$ cat src/rtl/datapath_prog.sv
// Register-file datapath around a shared W-bit bus and a 4-op ALU.
// Also holds a writable instruction memory, a fetch register and a loadable pc.
module datapath_prog #(
  parameter int W    = 16,
  parameter int NREG = 8,
  parameter int IW   = 8,
  parameter int PCW  = 4,
  parameter int EXTW = 3
) (
  input  logic            clock,
  input  logic            reset,
  input  logic [NREG+2:0] rout,
  input  logic [NREG+1:0] ren,
  input  logic [1:0]      alu_op,
  input  logic            pc_inc,
  input  logic            pc_load,
  input  logic            fetch,
  input  logic            imem_we,
  input  logic [PCW-1:0]  imem_waddr,
  input  logic [IW-1:0]   imem_wdata,
  output logic [IW-1:0]   instruction,
  output logic [PCW-1:0]  pc,
  output logic [W-1:0]    bus,
  output logic            zero,
  output logic            bus_conflict
);

  localparam int DEPTH = 2 ** PCW;

  logic [W-1:0]   regs_r [NREG];
  logic [W-1:0]   a_r;
  logic [W-1:0]   g_r;
  logic           zero_r;
  logic [PCW-1:0] pc_r;
  logic [IW-1:0]  instr_r;
  logic [IW-1:0]  imem_r [DEPTH];

  logic [W-1:0]   bus_s;
  logic [W-1:0]   alu_s;
  logic [W-1:0]   extern_s;

  assign extern_s = W'(instr_r[EXTW-1:0]);

  // Shared bus: OR of every selected source, so overlapping selects stay deterministic.
  always_comb begin
    bus_s = '0;
    for (int k = 0; k < NREG; k++) begin
      bus_s = bus_s | (regs_r[k] & {W{rout[k]}});
    end
    bus_s = bus_s | (g_r      & {W{rout[NREG]}});
    bus_s = bus_s | (a_r      & {W{rout[NREG+1]}});
    bus_s = bus_s | (extern_s & {W{rout[NREG+2]}});
  end

  // Clearing the lowest set bit leaves something only when two or more are set.
  assign bus_conflict = (rout & (rout - (NREG+3)'(1))) != '0;

  // ALU: A op bus, results wrap modulo 2**W.
  always_comb begin
    case (alu_op)
      2'b00:   alu_s = a_r + bus_s;
      2'b01:   alu_s = a_r - bus_s;
      2'b10:   alu_s = a_r ^ bus_s;
      2'b11:   alu_s = a_r & bus_s;
      default: alu_s = '0;
    endcase
  end

  // Register file, A, G and the zero flag.
  always_ff @(posedge clock or posedge reset) begin
    if (reset) begin
      for (int k = 0; k < NREG; k++) begin
        regs_r[k] <= '0;
      end
      a_r    <= '0;
      g_r    <= '0;
      zero_r <= 1'b1;
    end else begin
      for (int k = 0; k < NREG; k++) begin
        if (ren[k]) regs_r[k] <= bus_s;
      end
      if (ren[NREG]) begin
        g_r    <= alu_s;
        zero_r <= (alu_s == '0);
      end
      if (ren[NREG+1]) a_r <= bus_s;
    end
  end

  // Program counter (load beats increment) and fetch register reading the pre-edge pc.
  always_ff @(posedge clock or posedge reset) begin
    if (reset) begin
      pc_r    <= '0;
      instr_r <= '0;
    end else begin
      if (pc_load) pc_r <= bus_s[PCW-1:0];
      else if (pc_inc) pc_r <= pc_r + PCW'(1);
      if (fetch) instr_r <= imem_r[pc_r];
    end
  end

  // Instruction memory: survives reset; a same-cycle fetch sees the old word.
  always_ff @(posedge clock) begin
    if (imem_we) imem_r[imem_waddr] <= imem_wdata;
  end

  assign instruction = instr_r;
  assign pc          = pc_r;
  assign bus         = bus_s;
  assign zero        = zero_r;

endmodule

$ cat config.mk
export PLATFORM = sky130hd
export DESIGN_NAME = datapath_prog
export DESIGN_NICKNAME = d
export VERILOG_FILES = /design/src/rtl/datapath_prog.sv
export SDC_FILE = /design/constraint.sdc
export NUM_CORES = 1
export LEC_CHECK = 0
export CAP_MARGIN = 20
export CORE_AREA = 8 8 208 210
export CTS_BUF_LIST = sky130_fd_sc_hd__clkbuf_8
export DETAILED_ROUTE_END_ITERATION = 10
export DIE_AREA = 0 0 216 218
export GPL_ROUTABILITY_DRIVEN = 0
export PLACE_DENSITY_LB_ADDON = 0.1
export SETUP_SLACK_MARGIN = 0.02
export SYNTH_ARGS = -nofsm -noshare
export SYNTH_HDL_FRONTEND = slang
export SYNTH_SLANG_ARGS = --single-unit
$ cat constraint.sdc
create_clock -name clock -period 6.7 [get_ports clock]
set_input_delay 1.34 -clock clock [delete_from_list [all_inputs] [get_ports clock]]
set_output_delay 1.34 -clock clock [all_outputs]
set_load 0.02 [all_outputs]
==> results.cfg, run 1 <==
[grt]
gr-usage-met1_pct = 27.3
grt_max_degree = 95
gr-usage-met3_pct = 2.87
met2_usage_pct = 25.1
grtUsageTotal_pct = 17.5
antenna_found_initial = 1
grt_busiest_layer = met1
overflow = 0
grt_pass1_vias = 9408
grt_pass1_wl_mm = 62.5

[route]
drt_iter0_drc = 807
first_pass_iters = 5
vias = 9440
wl_mm = 41.6
viasPerCell = 5.26
antenna_left = 0
drc = 0
wl_per_cell_um = 23.1

[clock_network]
cts_setup_buffers = 0
cts_tree = done
insertion_delay_ns = 0.58
cts_inserted_buffers = 51
htree_levels = 2
clk_path_buf_depth = 3
clk_pin_slew_ns = 0.07
cts-resized-gates = 0
cts_root_buf = clkbuf_8
cts.sinks = 301
hold_buffers = 0

[sta]
layout_worst_path_cycle_share_pct = 85.6
finalSetupViolCount = 0
fin_worst_skew_ns = 0.0127
layout_min_cycle_time_ns = 5.73
setup_ws_ns = 0.965
maxSlewViolCount = 0
slew_headroom_pct = 34.4
hold_ws_ns = 0.476
hold_violations = 0
rsz0062_at_grt = false
worst_pin_slew_ns = 0.980
setup_tns_ns = 0
fmax_mhz = 174

[placed_design]
port_buffers = 70
dpl.hpwl_mm = 27.9
preCtsSetupSlack_ns = 0.442

[finish]
final_nets = 1298
regArea_sq_um = 8180
layout-drive-gt1-share_pct = 15.8
syn_to_final_growth_pct = 17.2
utilization_pct = 40.3
num-fill-cells = 3907
layout_common_cells = nor2_1, a21oi_1, dfrtp_1
multiInputGateArea_sq_um = 5190
mostFrequentLayoutCell = nor2_1

[setup_path]
critPathRequiredTime_ns = 7.21
timing.reg2reg.setup_slack_ns = 2.14
cp.arrival_ns = 6.25
timing.rr.end = zero
worstReg2RegStart = regs_r[49]
worstSetupPathType = in -> reg
crit_fanout = 10
worst_setup_path_end_kind = register
crit_path_end = zero
cp-start-kind = input pin
crit_start = rout[7]
reg2reg_depth = 18

[floorplan]
start_util_pct = 34.4
die_x_um = 216
io_pins = 71
core_sq_um = 40200
dieHeight_um = 218
rows = 74
dieArea_sq_um = 47100

[logic_synthesis]
synth_top_area_share_pct = 31.1
syn_avg_cell_area_sq_um = 12.1
synth-seq-cells = 301
yosys_warnings = 0
syn-cell-area_sq_um = 13800
syn_inst = 1138
synthArstFlopShare_pct = 57.5
ys_types = 72
synth_edf_count = 128
synth_area_leader_cell = dfrtp_1
ys.flop_type = dfrtp_1
ys_seq_area_share_pct = 59.1
syn_nets = 1214
yosys-top-cells-area = dfrtp_1, edfxtp_1, mux4_2, a21oi_1, nor2_1

[power_and_ir_drop]
power.density_nw_per_um2 = 253
p_leak_nw = 5.67
worst_ir_drop_vdd_mv = 0.117

[run]
maxCapViolations = 0

[status]
status = complete, no violations

[min_path]
holdCritPathClass = reg -> reg
==> state kept, by name, indices dropped and copies added, names as in the netlist <==
name         cells
imem_r         128
zero             1
instruction      8
a_r             16
g_r             16
pc               4
regs_r         128
==> where the power goes <==
group          internal (mW)  switching (mW)  leakage, nW  total (mW)
clock                  0.855           0.750        0.577        1.61
combinational          0.200           0.266         2.35       0.466
sequential              1.98          0.0463         2.74        2.02
total                   3.03            1.06         5.67        4.09
==> per-stage QoR <==
step / cell area (sq um) / total power, mW / instances
final: 16200 / 4.09 / 1795
after global routing: 16200 / 4.26 / 1794
after CTS: 16200 / 4.15 / 1794
after detailed placement: 15200 / 2.53 / 1701
after global placement: 15200 / 2.53 / 1701
after floorplan: 13800 / 2.32 / 1138
==> worst min path at each step <==
| stage | cells after the start | end | slack [ns] | from |
|---|---|---|---|---|
| final | 2 | zero | 0.48 | zero |
| after global routing | 2 | zero | 0.52 | zero |
| after CTS | 2 | zero | 0.48 | zero |
| after detailed placement | 2 | zero | 0.47 | zero |
| after global placement | 2 | zero | 0.47 | zero |
| after floorplan | 1 | g_r[12] | 0.45 | g_r[12] |
==> cells in the mapped netlist, drive strengths merged (3+ instances only) <==
library cell  number
nor3              15
mux2              18
buf               23
edfxtp           128
a22oi             29
xor2               7
o21a               7
dfrtp            172
a31oi              4
nor2             190
xnor2             18
o21ai             13
nand3              9
nand2b             5
and4               7
clkbuf            65
a221oi            24
and3               8
inv               26
o41ai              7
nand4              4
mux4              40
a21oi            178
o31ai              3
nand2             22
mux2i             10
a22o              26
ha                34
nand3b             3
a211oi             8
==> worst max-delay path, cell delays in order <==
cell,delay (ns)
clkdlybuf4s50_1,0.74
buf_4,0.33
a221oi_1,0.54
and3_1,0.39
inv_1,0.14
o31ai_1,0.29
xnor2_1,0.11
ha_1,0.37
nand4_1,0.18
a211oi_1,0.50
nor3_1,0.12
o41ai_1,0.43
a21oi_1,0.14
xor2_1,0.21
o211a_1,0.17
nand4b_1,0.10
o22ai_1,0.13
==> final cells by class <==
| class | count | area share (%) |
|---|---|---|
| Antenna cell | 1 | 0.0154 |
| Clock inverter | 29 | 0.726 |
| Sequential cell | 301 | 50.5 |
| Tap cell | 532 | 4.11 |
| Clock buffer | 64 | 5.44 |
| Inverter | 26 | 0.633 |
| Multi-Input combinational cell | 723 | 32.0 |
| Timing Repair Buffer | 119 | 6.57 |
==> routing by layer <==
layer  vias up  part of all wire, %
li1       4403                    -
met1      4742                   50
met2       242                   42
met3        53                  5.6
met4         0                  1.5
met5         -                    0
==> cells by family after synthesis <==
group | Yosys count | share of synthesized area (%)
multiplexers | 68 | 8.71
adder cells (fa/ha/maj) | 37 | 3.37
AO/OA/AOI/OAI | 317 | 14.8
flip-flops | 301 | 59.1
buffers and inverters | 114 | 3.46
AND/OR/NAND/NOR | 276 | 8.91
XOR/XNOR | 25 | 1.58
No activity file was read; power rests on OpenSTA's default activity.
==> run 2: changes to the inputs <==
--- a/config.mk
+++ b/config.mk
@@ -6,11 +6,12 @@
 export NUM_CORES = 1
 export LEC_CHECK = 0
 export CAP_MARGIN = 20
-export CORE_AREA = 8 8 208 210
+export CORE_AREA = 2 2 202 204
 export CTS_BUF_LIST = sky130_fd_sc_hd__clkbuf_8
 export DETAILED_ROUTE_END_ITERATION = 10
-export DIE_AREA = 0 0 216 218
+export DIE_AREA = 0 0 204 206
 export GPL_ROUTABILITY_DRIVEN = 0
+export HOLD_SLACK_MARGIN = 0.05
 export PLACE_DENSITY_LB_ADDON = 0.1
 export SETUP_SLACK_MARGIN = 0.02
 export SYNTH_ARGS = -nofsm -noshare
==> results.cfg, run 2 (same netlist as run 1, synthesis figures left out) <==
[clock_network]
insertion_delay_ns = 0.62
cts_tree = done
hold_buffers = 0
clk_path_buf_depth = 3
clk_pin_slew_ns = 0.06
cts.sinks = 301
cts_root_buf = clkbuf_8
cts_inserted_buffers = 53
cts-resized-gates = 0
cts_setup_buffers = 0
htree_levels = 2

[grt]
antenna_found_initial = 0
grt_pass1_vias = 9381
grt_pass1_wl_mm = 61.9
overflow = 0
grtUsageTotal_pct = 20.0
grt_max_degree = 174

[finish]
final_nets = 1302
reg_top3 = imem_r x128, regs_r x128
layout_common_cells = nor2_1, a21oi_1, dfrtp_1
stdcell_area_sq_um = 16200
fin_cells = 1800
layout-drive-gt1-share_pct = 15.6
antenna_cells = 0
syn_to_final_growth_pct = 17.4
mostFrequentLayoutCell = nor2_1

[sta]
setup_tns_ns = 0
setup_ws_ns = 1.04
slew_headroom_pct = 27.6
layout_worst_path_cycle_share_pct = 84.5
rsz0062_at_grt = false
finalSetupViolCount = 0
fmax_mhz = 177
hold_ws_ns = 0.479
hold_violations = 0
worst_pin_slew_ns = 1.09
fin_worst_skew_ns = 0.0237
layout_min_cycle_time_ns = 5.66
maxSlewViolCount = 0

[placed_design]
preCtsSetupSlack_ns = 0.451
post_dp_cell_area_sq_um = 15200
port_buffers = 70
dpl.hpwl_mm = 27.3
dp.cells = 1703

[power_and_ir_drop]
power.density_nw_per_um2 = 253
p_leak_nw = 5.70
worst_ir_drop_vdd_mv = 0.120

[min_path]
holdCritPathClass = reg -> reg
worstHoldStart = zero

[route]
viasPerCell = 5.33
drc = 0
vias = 9598
wl_per_cell_um = 23.0
antenna_left = 0
drt_iter0_drc = 867
first_pass_iters = 5
wl_mm = 41.3

[setup_path]
worstSetupPathType = in -> reg
cp-start-kind = input pin
cp.arrival_ns = 6.19
crit_start = rout[3]
critPathRequiredTime_ns = 7.23
worstReg2RegStart = regs_r[48]
crit_fanout = 7
worst_setup_path_end_kind = register

[floorplan]
io_pins = 71
dieArea_sq_um = 42000
core_sq_um = 40200
rows = 74
die_x_um = 204
start_util_pct = 34.4
dieHeight_um = 206

[run]
maxCapViolations = 0

[status]
status = complete, no violations
## run 2: changes by cell type in the layout (fill, tap and decap cells not counted), sizes merged
cell	before	now
inv	43	50
clkbuf	64	59
buf	50	51
bufinv	0	1
clkdlybuf4s50	69	70
clkinv	11	12
diode	1	0
## run 2: layout make-up
| class | instances | area (sq um) |
|---|---|---|
| sequential | 301 | 8180 |
| clock buffer | 59 | 812 |
| fill | 3881 | 24000 |
| multi-input combinational | 723 | 5190 |
| timing repair buffer | 121 | 1100 |
| inverter | 26 | 103 |
| clock inverter | 38 | 191 |
| tap | 532 | 666 |
## run 2: per-layer routing
| metal | wire length, um | GRT usage, % | up-vias | part of all wire, % |
|---|---|---|---|---|
| met1 | 20800 | 31.6 | 4817 | 50 |
| met3 | 2710 | 3.44 | 43 | 6.5 |
| met5 | 0 | 0 | - | 0 |
| li1 | - | - | 4430 | - |
| met2 | 17400 | 28.3 | 308 | 42 |
| met4 | 503 | 4.40 | 0 | 1.2 |
## run 2: final timing paths
kind	to	slack, ns	cells after the start
worst max-delay path	zero	1.04	17
worst min-delay path	zero	0.48	2
worst max register to register	zero	2.30	17
worst min register to register	zero	0.48	2
max in group asynchronous	pc[0]	4.52	3
min in group asynchronous	a_r[14]	1.28	3
## run 2: stage by stage
| step | utilization [%] | power [mW] |
|---|---|---|
| final | 40.4 | 4.11 |
| after global routing | 40.4 | 4.29 |
| after CTS | 40.4 | 4.17 |
| after detailed placement | 37.9 | 2.53 |
| after global placement | 37.9 | 2.53 |
| after floorplan | - | 2.32 |
## run 2: power breakdown
group / internal (mW) / total, mW / switching (mW)
clock: 0.844 / 1.62 / 0.774
sequential: 1.98 / 2.02 / 0.0464
combinational: 0.202 / 0.466 / 0.265
total: 3.02 / 4.11 / 1.08
## run 2: critical path, stage by stage
cell and delay [ns]:
clkdlybuf4s50_1 0.62, buf_4 0.29, a22o_1 0.25, a221oi_1 0.40
and3_1 0.40, nand4_4 0.19, o31ai_1 0.28, xnor2_1 0.16
ha_1 0.31, a21o_1 0.22, o41ai_2 0.61, a21oi_1 0.15
nor3_1 0.31, o311ai_1 0.16, a211oi_1 0.23, nand4b_1 0.13
o22ai_1 0.13
==> run 3: changes to the inputs <==
==> constraint.sdc (replaced) <==
create_clock -name clock -period 5.6 [get_ports clock]
set_input_delay 1.12 -clock clock [delete_from_list [all_inputs] [get_ports clock]]
set_output_delay 1.12 -clock clock [all_outputs]
set_load 0.02 [all_outputs]
==> results.cfg, run 3 (same netlist as run 1, synthesis figures left out) <==
[floorplan]
rows = 74
dieArea_sq_um = 42000
core_sq_um = 40200
dieHeight_um = 206
io_pins = 71
start_util_pct = 34.4
die_x_um = 204

[setup_path]
crit_start = rout[0]
crit_chain = clkdlybuf4s50_1 -> buf_4 -> buf_4 -> a22o_1 -> a221oi_1 -> and3_1 -> inv_1 -> o31ai_1 -> xnor2_1 -> ha_1 -> a21o_1 -> o41ai_2 -> a21oi_1 -> nor3_1 -> o311ai_1 -> a211oi_1 -> nand4b_1 -> o22ai_1
critPathRequiredTime_ns = 6.12
crit_fanout = 13
cp.arrival_ns = 5.71
crit_family = compound AO/OA/AOI/OAI gates
worstSetupPathType = in -> reg
cp-start-kind = input pin
cpMaxStageDelayCell = o41ai_2
path_common_cell = buf_4
cp.buffers_inverters = 4
worstReg2RegStart = regs_r[49]
slowest_delay_ns = 0.58
worst_setup_path_end_kind = register

[sta]
layout_min_cycle_time_ns = 5.19
hold_violations = 0
fmax_mhz = 193
hold_ws_ns = 0.483
fin_worst_skew_ns = 0.0257
slew_headroom_pct = 29.7
rsz0062_at_grt = false
worst_pin_slew_ns = 1.05
layout_worst_path_cycle_share_pct = 92.7
maxSlewViolCount = 0
finalSetupViolCount = 0

[finish]
layout_common_cells = nor2_1, a21oi_1, dfrtp_1
stdcell_area_sq_um = 16500
antenna_cells = 0
mostFrequentLayoutCell = nor2_1
reg_top3 = imem_r x128, regs_r x128
final_nets = 1328
fin_cells = 1825
regArea_sq_um = 8180
multiInputGateArea_sq_um = 5180
layout-drive-gt1-share_pct = 17.6
num-fill-cells = 3872
syn_to_final_growth_pct = 19.5

[clock_network]
cts-resized-gates = 0
cts_tree = done
clk_pin_slew_ns = 0.06
cts_root_buf = clkbuf_8
insertion_delay_ns = 0.61
hold_buffers = 0
htree_levels = 2
clk_path_buf_depth = 3
cts_inserted_buffers = 53
cts.sinks = 301
cts_setup_buffers = 0

[power_and_ir_drop]
power.density_nw_per_um2 = 301
internal-power_mw = 3.67
share_seq_of_total_power_pct = 48.5
combPwrFrac_pct = 11.7
switching_power_mw = 1.30
clkPwrFrac_pct = 39.8
worst_ir_drop_vdd_mv = 0.158
power_mw = 4.97
p_leak_nw = 5.87
swShare_pct = 26.1

[run]
maxCapViolations = 0

[route]
antenna_left = 0
viasPerCell = 5.33
wl_per_cell_um = 22.5
wl_mm = 41.1
drt_iter0_drc = 691
vias = 9730
first_pass_iters = 5
drc = 0

[grt]
overflow = 0
grtUsageTotal_pct = 19.9
grt_pass1_wl_mm = 62.2
grt_pass1_vias = 9651
antenna_found_initial = 1
grt_max_degree = 112

[placed_design]
dp.cells = 1729
post_dp_cell_area_sq_um = 15500
port_buffers = 70
dpl.hpwl_mm = 27.3

[min_path]
holdCritPathClass = reg -> reg
worstHoldStart = g_r[12]

[status]
status = complete, no violations
==> run 3: worst paths after layout <==
kind / slack [ns] / to / depth (start not counted)
worst min-delay path: 0.48 / g_r[12] / 1
worst min register to register: 0.48 / g_r[12] / 1
worst max-delay path: 0.41 / zero / 18
max in group asynchronous: 3.73 / regs_r[26] / 3
worst max register to register: 1.35 / zero / 17
min in group asynchronous: 0.87 / regs_r[91] / 2
==> run 3: per-stage QoR <==
| stage | setup TNS [ns] | setup WS, ns | util (%) |
|---|---|---|---|
| final | 0 | 0.407 | 41.1 |
| after CTS | 0 | 0.558 | 41.1 |
| after global routing | 0 | 0.105 | 41.1 |
| after detailed placement | -0.0735 | -0.0735 | 38.6 |
| after global placement | -0.0149 | -0.0149 | 38.6 |
| after floorplan | 0 | 0.633 | - |
==> run 3: power groups by stage <==
stage	Clock (mW)	Combinational, mW	Sequential (mW)
floorplan	0	0.320	2.46
global placement	0	0.588	2.45
detailed placement	0	0.587	2.45
CTS	2.04	0.590	2.41
global route	2.13	0.630	2.42
finish	1.98	0.584	2.41
==> run 3: layout make-up <==
type                       instances  area share [%]
timing repair buffer             147            8.25
multi-input combinational        723            31.4
clock inverter                    34            1.08
inverter                          26           0.613
tap                              532            4.03
clock buffer                      62            5.16
sequential                       301            49.5
==> run 3: routing by layer <==
layer | GRT usage [%] | vias up | part of all wire, %
met2 | 28.7 | 271 | 42
met5 | 0 | - | 0
li1 | - | 4465 | -
met1 | 31.0 | 4950 | 50
met3 | 3.64 | 44 | 5.6
met4 | 4.74 | 0 | 1.6
